--- src/rtl/spi_pkg.sv ---
// spi_pkg: shared SPI word width, idle word and slave FSM state encoding
package spi_pkg;
  localparam int SPI_WIDTH = 8;
  localparam logic [SPI_WIDTH-1:0] SPI_IDLE_WORD = 8'hFF;
  typedef enum logic [1:0] {IDLE, LOAD, SHIFT} state_t;
endpackage

--- src/rtl/spi_sl_if.sv ---
// spi_sl_if: SPI pins plus local tx/rx handshake of the SPI slave
// slave modport: cs/sck/mosi/tx_data/tx_wr in; miso/tx_ready/rx_*/tx_underrun/busy out
interface spi_sl_if import spi_pkg::*; #(parameter int WIDTH = SPI_WIDTH) ();
  logic cs, sck, mosi, miso;
  logic [WIDTH-1:0] tx_data, rx_data;
  logic tx_wr, tx_ready, rx_valid, rx_abort, tx_underrun, busy;
  modport slave (input cs, sck, mosi, tx_data, tx_wr,
                 output miso, tx_ready, rx_data, rx_valid, rx_abort, tx_underrun, busy);
  modport master (output cs, sck, mosi, tx_data, tx_wr,
                  input miso, tx_ready, rx_data, rx_valid, rx_abort, tx_underrun, busy);
endinterface

--- src/rtl/spi_sync_edge.sv ---
// spi_sync_edge: SYNC_STAGES-deep synchroniser with rise/fall detect on the last two samples
// ports: clk, rst_n (sync, active low), i_d async in, o_q synced out, o_rise/o_fall one-cycle edges
module spi_sync_edge #(
  parameter int   SYNC_STAGES = 2,
  parameter logic RST_VAL     = 1'b0
) (
  input  logic clk,
  input  logic rst_n,
  input  logic i_d,
  output logic o_q,
  output logic o_rise,
  output logic o_fall
);
  logic [SYNC_STAGES-1:0] r_sync;
  logic r_prev;
  always_ff @(posedge clk) begin
    if (!rst_n) begin
      r_sync <= {SYNC_STAGES{RST_VAL}};
      r_prev <= RST_VAL;
    end else begin
      r_sync <= {r_sync[SYNC_STAGES-2:0], i_d};
      r_prev <= r_sync[SYNC_STAGES-1];
    end
  end
  assign o_q    = r_sync[SYNC_STAGES-1];
  assign o_rise = o_q & ~r_prev;
  assign o_fall = ~o_q & r_prev;
endmodule

--- src/rtl/spi_sl.sv ---
// spi_sl: SPI mode-0 MSB-first slave with 1-deep tx holding register and rx pulse outputs
// ports: clk, rst_n (sync, active low), bus (spi_sl_if.slave: SPI pins + tx/rx handshake)
module spi_sl import spi_pkg::*; #(
  parameter int               WIDTH       = SPI_WIDTH,
  parameter int               SYNC_STAGES = 2,
  parameter logic [WIDTH-1:0] IDLE_WORD   = SPI_IDLE_WORD
) (
  input logic   clk,
  input logic   rst_n,
  spi_sl_if.slave bus
);
  localparam int CW = $clog2(WIDTH);
  localparam int FW = $clog2(SYNC_STAGES + 2);
  state_t r_state, w_next;
  logic [WIDTH-1:0] r_hold, r_tx_shift, r_rx_shift, r_rx_data, w_load, w_rx_word;
  logic [CW-1:0] r_bit_cnt;
  logic [FW-1:0] r_flush;
  logic r_full, r_word_done, r_miso, r_rx_valid, r_rx_abort, r_tx_underrun;
  logic w_cs_q, w_cs_rise, w_cs_fall, w_sck_q, w_sck_rise, w_sck_fall, w_mosi;
  logic w_unused_cs_q, w_unused_sck_q, w_unused_mosi_rise, w_unused_mosi_fall;
  logic w_start, w_boundary, w_consume, w_wr, w_last;
  spi_sync_edge #(.SYNC_STAGES(SYNC_STAGES), .RST_VAL(1'b1)) u_cs (
    .clk(clk), .rst_n(rst_n), .i_d(bus.cs), .o_q(w_cs_q), .o_rise(w_cs_rise), .o_fall(w_cs_fall));
  spi_sync_edge #(.SYNC_STAGES(SYNC_STAGES), .RST_VAL(1'b0)) u_sck (
    .clk(clk), .rst_n(rst_n), .i_d(bus.sck), .o_q(w_sck_q), .o_rise(w_sck_rise), .o_fall(w_sck_fall));
  spi_sync_edge #(.SYNC_STAGES(SYNC_STAGES), .RST_VAL(1'b0)) u_mosi (
    .clk(clk), .rst_n(rst_n), .i_d(bus.mosi), .o_q(w_mosi), .o_rise(w_unused_mosi_rise), .o_fall(w_unused_mosi_fall));
  assign w_unused_cs_q  = w_cs_q;
  assign w_unused_sck_q = w_sck_q;
  // A reset in mid-transfer leaves cs low at the pins; the synchroniser then shows a
  // cs fall once it flushes, so cs_fall is ignored until that flush window has passed.
  assign w_start    = w_cs_fall && r_flush == '0;
  assign w_last     = r_bit_cnt == CW'(WIDTH - 1);
  assign w_boundary = r_state == SHIFT && !w_cs_rise && w_sck_fall && r_bit_cnt == '0 && r_word_done;
  assign w_consume  = r_state == LOAD || w_boundary;
  assign w_wr       = bus.tx_wr && !r_full;
  assign w_load     = r_full ? r_hold : IDLE_WORD;
  assign w_rx_word  = {r_rx_shift[WIDTH-2:0], w_mosi};
  always_ff @(posedge clk) r_state <= !rst_n ? IDLE : w_next;
  always_comb begin
    w_next = r_state;
    w_next = r_state == IDLE ? (w_start ? LOAD : IDLE) :
             r_state == LOAD ? SHIFT : (w_cs_rise ? IDLE : SHIFT);
  end
  always_ff @(posedge clk) begin
    if (!rst_n) begin
      r_hold        <= '0;
      r_full        <= 1'b0;
      r_tx_shift    <= '0;
      r_rx_shift    <= '0;
      r_rx_data     <= '0;
      r_bit_cnt     <= '0;
      r_word_done   <= 1'b0;
      r_miso        <= 1'b0;
      r_rx_valid    <= 1'b0;
      r_rx_abort    <= 1'b0;
      r_tx_underrun <= 1'b0;
      r_flush       <= FW'(SYNC_STAGES + 1);
    end else begin
      r_rx_valid    <= 1'b0;
      r_rx_abort    <= 1'b0;
      r_tx_underrun <= w_consume && !r_full;
      // a consume on an empty register still lets a same-cycle write land
      r_full        <= w_wr || (r_full && !w_consume);
      if (w_wr) r_hold <= bus.tx_data;
      if (r_flush != '0) r_flush <= r_flush - 1'b1;
      if (w_consume) begin
        r_tx_shift  <= w_load;
        r_miso      <= w_load[WIDTH-1];
        r_bit_cnt   <= '0;
        r_word_done <= 1'b0;
      end else if (r_state == SHIFT) begin
        if (w_cs_rise) begin
          r_rx_abort <= r_bit_cnt != '0;
          r_miso     <= 1'b0;
          r_bit_cnt  <= '0;
        end else if (w_sck_rise) begin
          r_rx_shift  <= w_rx_word;
          r_bit_cnt   <= w_last ? '0 : r_bit_cnt + 1'b1;
          r_word_done <= r_word_done | w_last;
          if (w_last) begin
            r_rx_data  <= w_rx_word;
            r_rx_valid <= 1'b1;
          end
        end else if (w_sck_fall && r_bit_cnt != '0) begin
          r_tx_shift <= r_tx_shift << 1;
          r_miso     <= r_tx_shift[WIDTH-2];
        end
      end else begin
        r_miso <= 1'b0;
      end
    end
  end
  assign bus.miso        = r_miso;
  assign bus.tx_ready    = ~r_full;
  assign bus.rx_data     = r_rx_data;
  assign bus.rx_valid    = r_rx_valid;
  assign bus.rx_abort    = r_rx_abort;
  assign bus.tx_underrun = r_tx_underrun;
  assign bus.busy        = r_state == SHIFT;
endmodule
--- src/flat_wrapper.sv ---
// flat-port wrapper written by rule: the top's interface ports become plain ports
module spi_sl_flat import spi_pkg::*;
#(
  parameter int               WIDTH       = SPI_WIDTH,
  parameter int               SYNC_STAGES = 2,
  parameter logic [WIDTH-1:0] IDLE_WORD   = SPI_IDLE_WORD
)
  (clk, rst_n, bus_cs, bus_sck, bus_mosi, bus_tx_data, bus_tx_wr, bus_miso, bus_tx_ready, bus_rx_data, bus_rx_valid, bus_rx_abort, bus_tx_underrun, bus_busy);
  spi_sl_if #(.WIDTH(WIDTH)) bus_i ();
  input logic clk;
  input logic rst_n;
  input wire logic [$bits(bus_i.cs)-1:0] bus_cs;
  input wire logic [$bits(bus_i.sck)-1:0] bus_sck;
  input wire logic [$bits(bus_i.mosi)-1:0] bus_mosi;
  input wire logic [$bits(bus_i.tx_data)-1:0] bus_tx_data;
  input wire logic [$bits(bus_i.tx_wr)-1:0] bus_tx_wr;
  output wire logic [$bits(bus_i.miso)-1:0] bus_miso;
  output wire logic [$bits(bus_i.tx_ready)-1:0] bus_tx_ready;
  output wire logic [$bits(bus_i.rx_data)-1:0] bus_rx_data;
  output wire logic [$bits(bus_i.rx_valid)-1:0] bus_rx_valid;
  output wire logic [$bits(bus_i.rx_abort)-1:0] bus_rx_abort;
  output wire logic [$bits(bus_i.tx_underrun)-1:0] bus_tx_underrun;
  output wire logic [$bits(bus_i.busy)-1:0] bus_busy;
  assign bus_i.cs = bus_cs;
  assign bus_i.sck = bus_sck;
  assign bus_i.mosi = bus_mosi;
  assign bus_i.tx_data = bus_tx_data;
  assign bus_i.tx_wr = bus_tx_wr;
  assign bus_miso = bus_i.miso;
  assign bus_tx_ready = bus_i.tx_ready;
  assign bus_rx_data = bus_i.rx_data;
  assign bus_rx_valid = bus_i.rx_valid;
  assign bus_rx_abort = bus_i.rx_abort;
  assign bus_tx_underrun = bus_i.tx_underrun;
  assign bus_busy = bus_i.busy;
  spi_sl #(.WIDTH(WIDTH), .SYNC_STAGES(SYNC_STAGES), .IDLE_WORD(IDLE_WORD)) u_core (.clk(clk), .rst_n(rst_n), .bus(bus_i));
endmodule
--- config.mk ---
export PLATFORM = sky130hd
export DESIGN_NAME = spi_sl_flat
export DESIGN_NICKNAME = d
export VERILOG_FILES = /design/src/rtl/spi_pkg.sv /design/src/rtl/spi_sl_if.sv /design/src/rtl/spi_sync_edge.sv /design/src/rtl/spi_sl.sv /design/src/flat_wrapper.sv
export SDC_FILE = /design/constraint.sdc
export NUM_CORES = 1
export LEC_CHECK = 0
export CORE_ASPECT_RATIO = 1.1
export CORE_MARGIN = 2
export CORE_UTILIZATION = 30
export DETAILED_ROUTE_END_ITERATION = 10
export HOLD_SLACK_MARGIN = 0.08
export PLACE_DENSITY_LB_ADDON = 0.15
export SYNTH_ARGS = -nofsm -noshare
export SYNTH_HDL_FRONTEND = slang
export SYNTH_SLANG_ARGS = --single-unit
--- constraint.sdc ---
create_clock -name clk -period 2 [get_ports clk]
set_clock_uncertainty 0.05 [all_clocks]
set_input_delay 0.3 -clock clk [delete_from_list [all_inputs] [get_ports clk]]
set_output_delay 0.3 -clock clk [all_outputs]
set_load 0.01 [all_outputs]
==> out/summary.txt, run 1 <==
Result of the run: complete, no violations
Type of the worst setup path: flop to primary output
Vias post-DR: 1515
Setup Slack @ Placement: 0.339 ns
Pin count of the biggest net entering global routing: 22
Rel. slew slack: 68.7%
Number of synthesized flops with an enable pin: 0
Achievable clock frequency: 0.567 GHz
Io pins: 28
Register bit count reported by yosys: 51
Synth top area cells: dfxtp_1, nand2_1, a21oi_1
Leakage power summed over all cells: 0.935 nW
Most frequent cells after synthesis: dfxtp_1, nand2_1, a21oi_1
Max_cap viols: 0
Hold crit path type: flop to flop
Number of buffers inserted by hold repair at cts: 0
Worst-case hold slack: 0.368 ns
Leftover overflow at the end of global routing: 0
Most frequent cell after synthesis: dfxtp_1
Core footprint: 6520 um2
Unrepaired setup endpoints after global routing: false
Final Routed Wirelength: 4110 um
Synth-to-layout area growth: 22.6%
Clock root buffer: clkbuf_8
Library cell occupying the most area in the post-synthesis netlist: dfxtp_1
First-pass iteration count of the detailed router: 4
Post-cts resize count: 0
Final slew viol count: 0
Global placer's final weighted congestion: 0.751
Vias in the first global route: 1449
Max H-tree Level: 2
Port buffer count: 27
Warnings, synthesis: 0
Cell row count: 31
Kind of end point of the critical path: primary output
Yosys top cell area share: 51.2%
Global-route wire length before repair: 6780 um
Post-synthesis sequential area ratio: 51.2%
Vert. Die Dim: 89.5 um
Mapped Area: 2000 um2
Share of cells above drive strength 1: 11.2%
Number of nets with antenna violations after routing: 0
Slew @ Worst Pin: 0.470 ns
Number of antenna violations at the first check in global routing: 0
Synthesized Nets: 236
Endpoint arrival time on the critical path: 1.41 ns
Final period util: 88.1%
Syn_area_per_cell: 9.15 um2
Required time of the critical path: 1.65 ns
Total GRT Usage: 12.5%
Flop2flop setup slack: 0.33 ns
Power density over cell area: 729 nW/um2
Post-synthesis async set-or-reset flop share: 0%
CP Max Fanout: 5
Clock latency of the later-clocked register in the worst-skew pair: 0.30 ns
Clock sink count: 51
Die Wd: 81.8 um
Clk slew on worst S/H paths: 0.09 ns
Starting DRT DRC Count: 55
TritonCTS clock tree: built
Number of buffers created by CTS: 5
Filler Cells Inserted: 694
Number of hold violations in the final report: 0
Fin nets: 267
Final critical path time including I/O delays and setup: 1.76 ns
Final core utilization: 37.6%
Detailed-route DRC error count: 0
Worst Setup Start Kind: flop
Detailed placement HPWL: 2890 um
Final setup violation count: 0
Distinct cells, synth: 47
Final standard cell area without fillers: 2450 um2
Maximum number of buffers from clock root to sink: 2
Area post-placement: 2350 um2
Total Negative Setup Slacks: 0 ns
Starting utilization of the core area: 30.6%
Dominant synthesized flop cell: dfxtp_1
Post-synthesis instance total: 218
Overall die area: 7320 um2
Slack of the critical path: 0.238 ns
Diodes inserted: 0
Maximum ir drop on the vdd rail: 293 uV
WL per Instance: 12.4 um
Average vias per placed instance: 4.58
## kinds of logic (layout without fill, tap and decap cells)
logic type	after synthesis	in the layout	share of synthesized area, %
flops	51	51	51.2
fa+ha+maj	4	4	2.51
mux	2	2	1.07
xor+xnor	1	1	0.439
buf+inv	17	48	4.58
simple gates	93	93	23.6
compound gates	50	50	16.6
## routing by layer
layer	up-vias	global-route usage, %	part of all wire [%]
met1	676	15.4	49
met5	-	0	0
met3	5	2.12	2.3
met2	25	20.5	47
met4	0	6.82	2.0
li1	809	-	-
## worst max-delay path: stages, from the launching register on
cell,delay [ns]
dfxtp_1,0.39
nor2b_4,0.18
clkdlybuf4s50_1,0.55
## state kept, by name, indices dropped and copies added (netlist names), 2 cells and up
signal                flops
u_core.u_sck.r_sync       2
u_core.r_flush            2
u_core.r_state            2
u_core.u_mosi.r_sync      2
u_core.r_tx_shift         7
u_core.bus.rx_data        8
u_core.r_hold             8
u_core.u_cs.r_sync        2
u_core.r_bit_cnt          3
u_core.r_rx_shift         7
## cell usage in the layout, fill, tap and decap left out, drive strengths merged, types with 2 or more instances in the layout
master	Yosys	layout
dfxtp	51	51
nand2	46	46
clkdlybuf4s50	0	27
a21oi	27	27
nand3	11	11
nor2	10	10
buf	6	8
clkbuf	5	6
inv	6	6
nand2b	6	6
and2	5	5
a22oi	5	5
o21ai	4	4
ha	4	4
nor2b	4	4
o211a	3	3
nand4	3	3
o221a	2	2
o21a	2	2
and2b	2	2
## final cells by class
cell class              count  area, um2  area share (%)
clock buffers               6       82.6            3.37
multi-input cells         150        883            36.1
clock inverters             1       5.00           0.204
repair buffers             35        330            13.5
flip-flops and latches     51       1020            41.7
inverters                   6       22.5           0.920
well taps                  82        103            4.19
## path summary, 6_finish.rpt
check | cells past startpoint | endpoint | startpoint
min reg2reg | 1 | u_core.u_cs.r_sync[1]$_SDFF_PN1_ | u_core.u_cs.r_sync[0]$_SDFF_PN1_
max reg2reg | 6 | u_core.r_tx_shift[6]$_SDFFE_PN0P_ | u_core.r_bit_cnt[0]$_SDFFE_PP0P_
min | 1 | u_core.u_cs.r_sync[1]$_SDFF_PN1_ | u_core.u_cs.r_sync[0]$_SDFF_PN1_
max | 2 | bus_busy | u_core.r_state[1]$_SDFF_PP0_
## stage by stage
stage	power (W)	cells
finish	0.00178	331
global placement	0.00121	323
detailed placement	0.00121	323
floorplan	0.00116	218
global route	0.00188	331
CTS	0.00181	331
## power by group
| part | internal (W) | switching [W] |
|---|---|---|
| combinational | 0.0000660 | 0.0000632 |
| sequential | 0.00104 | 0.0000152 |
| clock | 0.000272 | 0.000323 |
| total | 0.00138 | 0.000401 |
## timing repair
item	in CTS	in global routing
endpoints found under the setup margin	1	0
buffers inserted	1	0
hold endpoints to repair	0	0
Power figures use the tool's default switching activity.
==> run 2: changes to the inputs <==
--- a/config.mk
+++ b/config.mk
@@ -6,7 +6,7 @@
 export NUM_CORES = 1
 export LEC_CHECK = 0
 export CORE_ASPECT_RATIO = 1.1
-export CORE_MARGIN = 2
+export CORE_MARGIN = 1.5
 export CORE_UTILIZATION = 30
 export DETAILED_ROUTE_END_ITERATION = 10
 export HOLD_SLACK_MARGIN = 0.08
==> constraint.sdc (replaced) <==
create_clock -name clk -period 1.8 [get_ports clk]
set_clock_uncertainty 0.05 [all_clocks]
set_input_delay 0.27 -clock clk [delete_from_list [all_inputs] [get_ports clk]]
set_output_delay 0.27 -clock clk [all_outputs]
set_load 0.01 [all_outputs]
==> run 2 against run 1 <==
  * Non-clock buffer count increased by 5
  * Via count grew 4.6%
  * Sequential power increased by 11%
  * First-iteration DRC count up 9.1%
==> out/summary.txt, run 2 (synthesis gave the netlist of run 1 again) <==
Result of the run: complete, no violations
Global placer's final weighted congestion: 0.754 (+0.36%)
Vias in the first global route: 1532 (+5.7%)
Share of cells above drive strength 1: 13.7% (+2.5 points)
TritonCTS clock tree: built
Final critical path time including I/O delays and setup: 1.69 ns
Max H-tree Level: 2 (unchanged)
Leakage power summed over all cells: 0.952 nW (+1.8%)
Achievable clock frequency: 0.592 GHz
Most common cell after layout, fill and taps aside: dfxtp_1
Port buffer count: 27 (unchanged)
Type of the worst setup path: flop to primary output
Worst Setup Start Kind: flop
Core footprint: 6520 um2 (unchanged)
Area post-placement: 2390 um2 (+1.6%)
Final setup violation count: 0 (unchanged)
Unrepaired setup endpoints after global routing: false
Setup Slack @ Placement: 0.182 ns (-0.157 ns)
Maximum number of buffers from clock root to sink: 2 (unchanged)
Diodes inserted: 0 (unchanged)
Io pins: 28 (unchanged)
R2R cell count: 6 (unchanged)
Power density over cell area: 799 nW/um2 (+9.7%)
Kind of end point of the critical path: primary output
WL per Instance: 12.1 um (-2.6%)
Number of nets with antenna violations after routing: 0 (unchanged)
Final standard cell area without fillers: 2490 um2 (+1.6%)
Cell row count: 31 (unchanged)
Fin nets: 272 (+1.9%)
Rel. slew slack: 72.5% (+3.9 points)
Endpoint arrival time on the critical path: 1.37 ns (-0.04 ns)
Starting DRT DRC Count: 60 (+9.1%)
Clock sink count: 51 (unchanged)
Detailed-route DRC error count: 0 (unchanged)
Slack of the critical path: 0.109 ns (-0.128 ns)
Post-route insts no fill: 337 (+1.8%)
Slew @ Worst Pin: 0.412 ns (-0.0579 ns)
Dpl cells: 328 (+1.5%)
Hold crit path type: flop to flop
Number of buffers created by CTS: 5 (unchanged)
Die Wd: 80.8 um (-1.2%)
Leftover overflow at the end of global routing: 0 (unchanged)
Clock latency of the later-clocked register in the worst-skew pair: 0.31 ns (about the same)
Average vias per placed instance: 4.70 (+2.7%)
CP Max Fanout: 5 (unchanged)
Most used cells in the layout excluding fill and tap cells: dfxtp_1, nand2_1, clkdlybuf4s50_1
Hold Crit Depth: 1 (unchanged)
Filler Cells Inserted: 703 (+1.3%)
Global-route wire length before repair: 6990 um (+3.2%)
Final slew viol count: 0 (unchanged)
Final Routed Wirelength: 4080 um (-0.83%)
Number of buffers inserted by hold repair at cts: 0 (unchanged)
Final core utilization: 38.2% (+0.61 points)
Clock root buffer: clkbuf_8
Total Negative Setup Slacks: 0 ns (unchanged)
First-pass iteration count of the detailed router: 4 (unchanged)
Maximum ir drop on the vdd rail: 266 uV (-9.2%)
Vert. Die Dim: 88.5 um (-1.1%)
Detailed placement HPWL: 3020 um (+4.7%)
Synth-to-layout area growth: 24.6%
Required time of the critical path: 1.48 ns (-0.17 ns)
Vias post-DR: 1584 (+4.6%)
Clk slew on worst S/H paths: 0.09 ns (about the same)
Final period util: 93.9%
Number of antenna violations at the first check in global routing: 0 (unchanged)
Number of hold violations in the final report: 0 (unchanged)
Pin count of the biggest net entering global routing: 18 (-18%)
Overall die area: 7150 um2 (-2.3%)
Starting utilization of the core area: 30.6% (unchanged)
Max_cap viols: 0 (unchanged)
Total GRT Usage: 12.8% (+0.31 points)
==> run 2: cell types whose count changed in the layout (fill, tap and decap cells not counted), sizes merged <==
cell      before  now
clkbuf         6    5
clkinvlp       0    2
buf            8   13
==> run 2: worst max-delay path, stage by stage, from the launching register on <==
cell and delay, ns:
dfxtp_1 0.37, inv_1 0.14, clkdlybuf4s50_1 0.56
==> run 2: metrics by stage <==
stage	power (W)	hold WS [ns]
final	0.00199	0.362
after global routing	0.00209	0.398
after CTS	0.00202	0.363
after detailed placement	0.00136	0.341
after global placement	0.00135	0.343
after floorplan	0.00129	0.316
==> run 2: worst paths after layout <==
path,start,end,slack [ns]
worst max-delay path,u_core.r_full$_SDFF_PN0_,bus_tx_ready,0.11
worst min-delay path,u_core.u_cs.r_sync[0]$_SDFF_PN1_,u_core.u_cs.r_sync[1]$_SDFF_PN1_,0.36
worst max register to register,u_core.r_bit_cnt[0]$_SDFFE_PP0P_,u_core.r_tx_shift[5]$_SDFFE_PN0P_,0.17
worst min register to register,u_core.u_cs.r_sync[0]$_SDFF_PN1_,u_core.u_cs.r_sync[1]$_SDFF_PN1_,0.36
==> run 2: cell type report <==
class                           count  area (um2)  share of cell area (%)
Inverter                            6        22.5                   0.905
Sequential cell                    51        1020                    41.1
Timing Repair Buffer               40         368                    14.8
Clock buffer                        5        68.8                    2.77
Clock inverter                      3        20.0                   0.805
Multi-Input combinational cell    150         883                    35.5
Tap cell                           82         103                    4.12
==> run 2: timing repair <==
item,in CTS,in global routing
setup buffers,1,0
endpoints found under the setup margin,1,1
gates resized for setup,0,1
==> run 2: metal layers <==
layer  GRT usage (%)  vias up  routed length, um
met2            22.2       23               1990
li1                -      818                  -
met3            3.30        6                128
met4            5.17        0                 72
met5               0        -                  0
met1            15.0      737               1890
==> run 2: where the power goes <==
part | internal, W | switching (W) | leakage, nW
Sequential | 0.00116 | 0.0000167 | 0.415
Clock | 0.000271 | 0.000391 | 0.0402
Combinational | 0.0000776 | 0.0000719 | 0.497
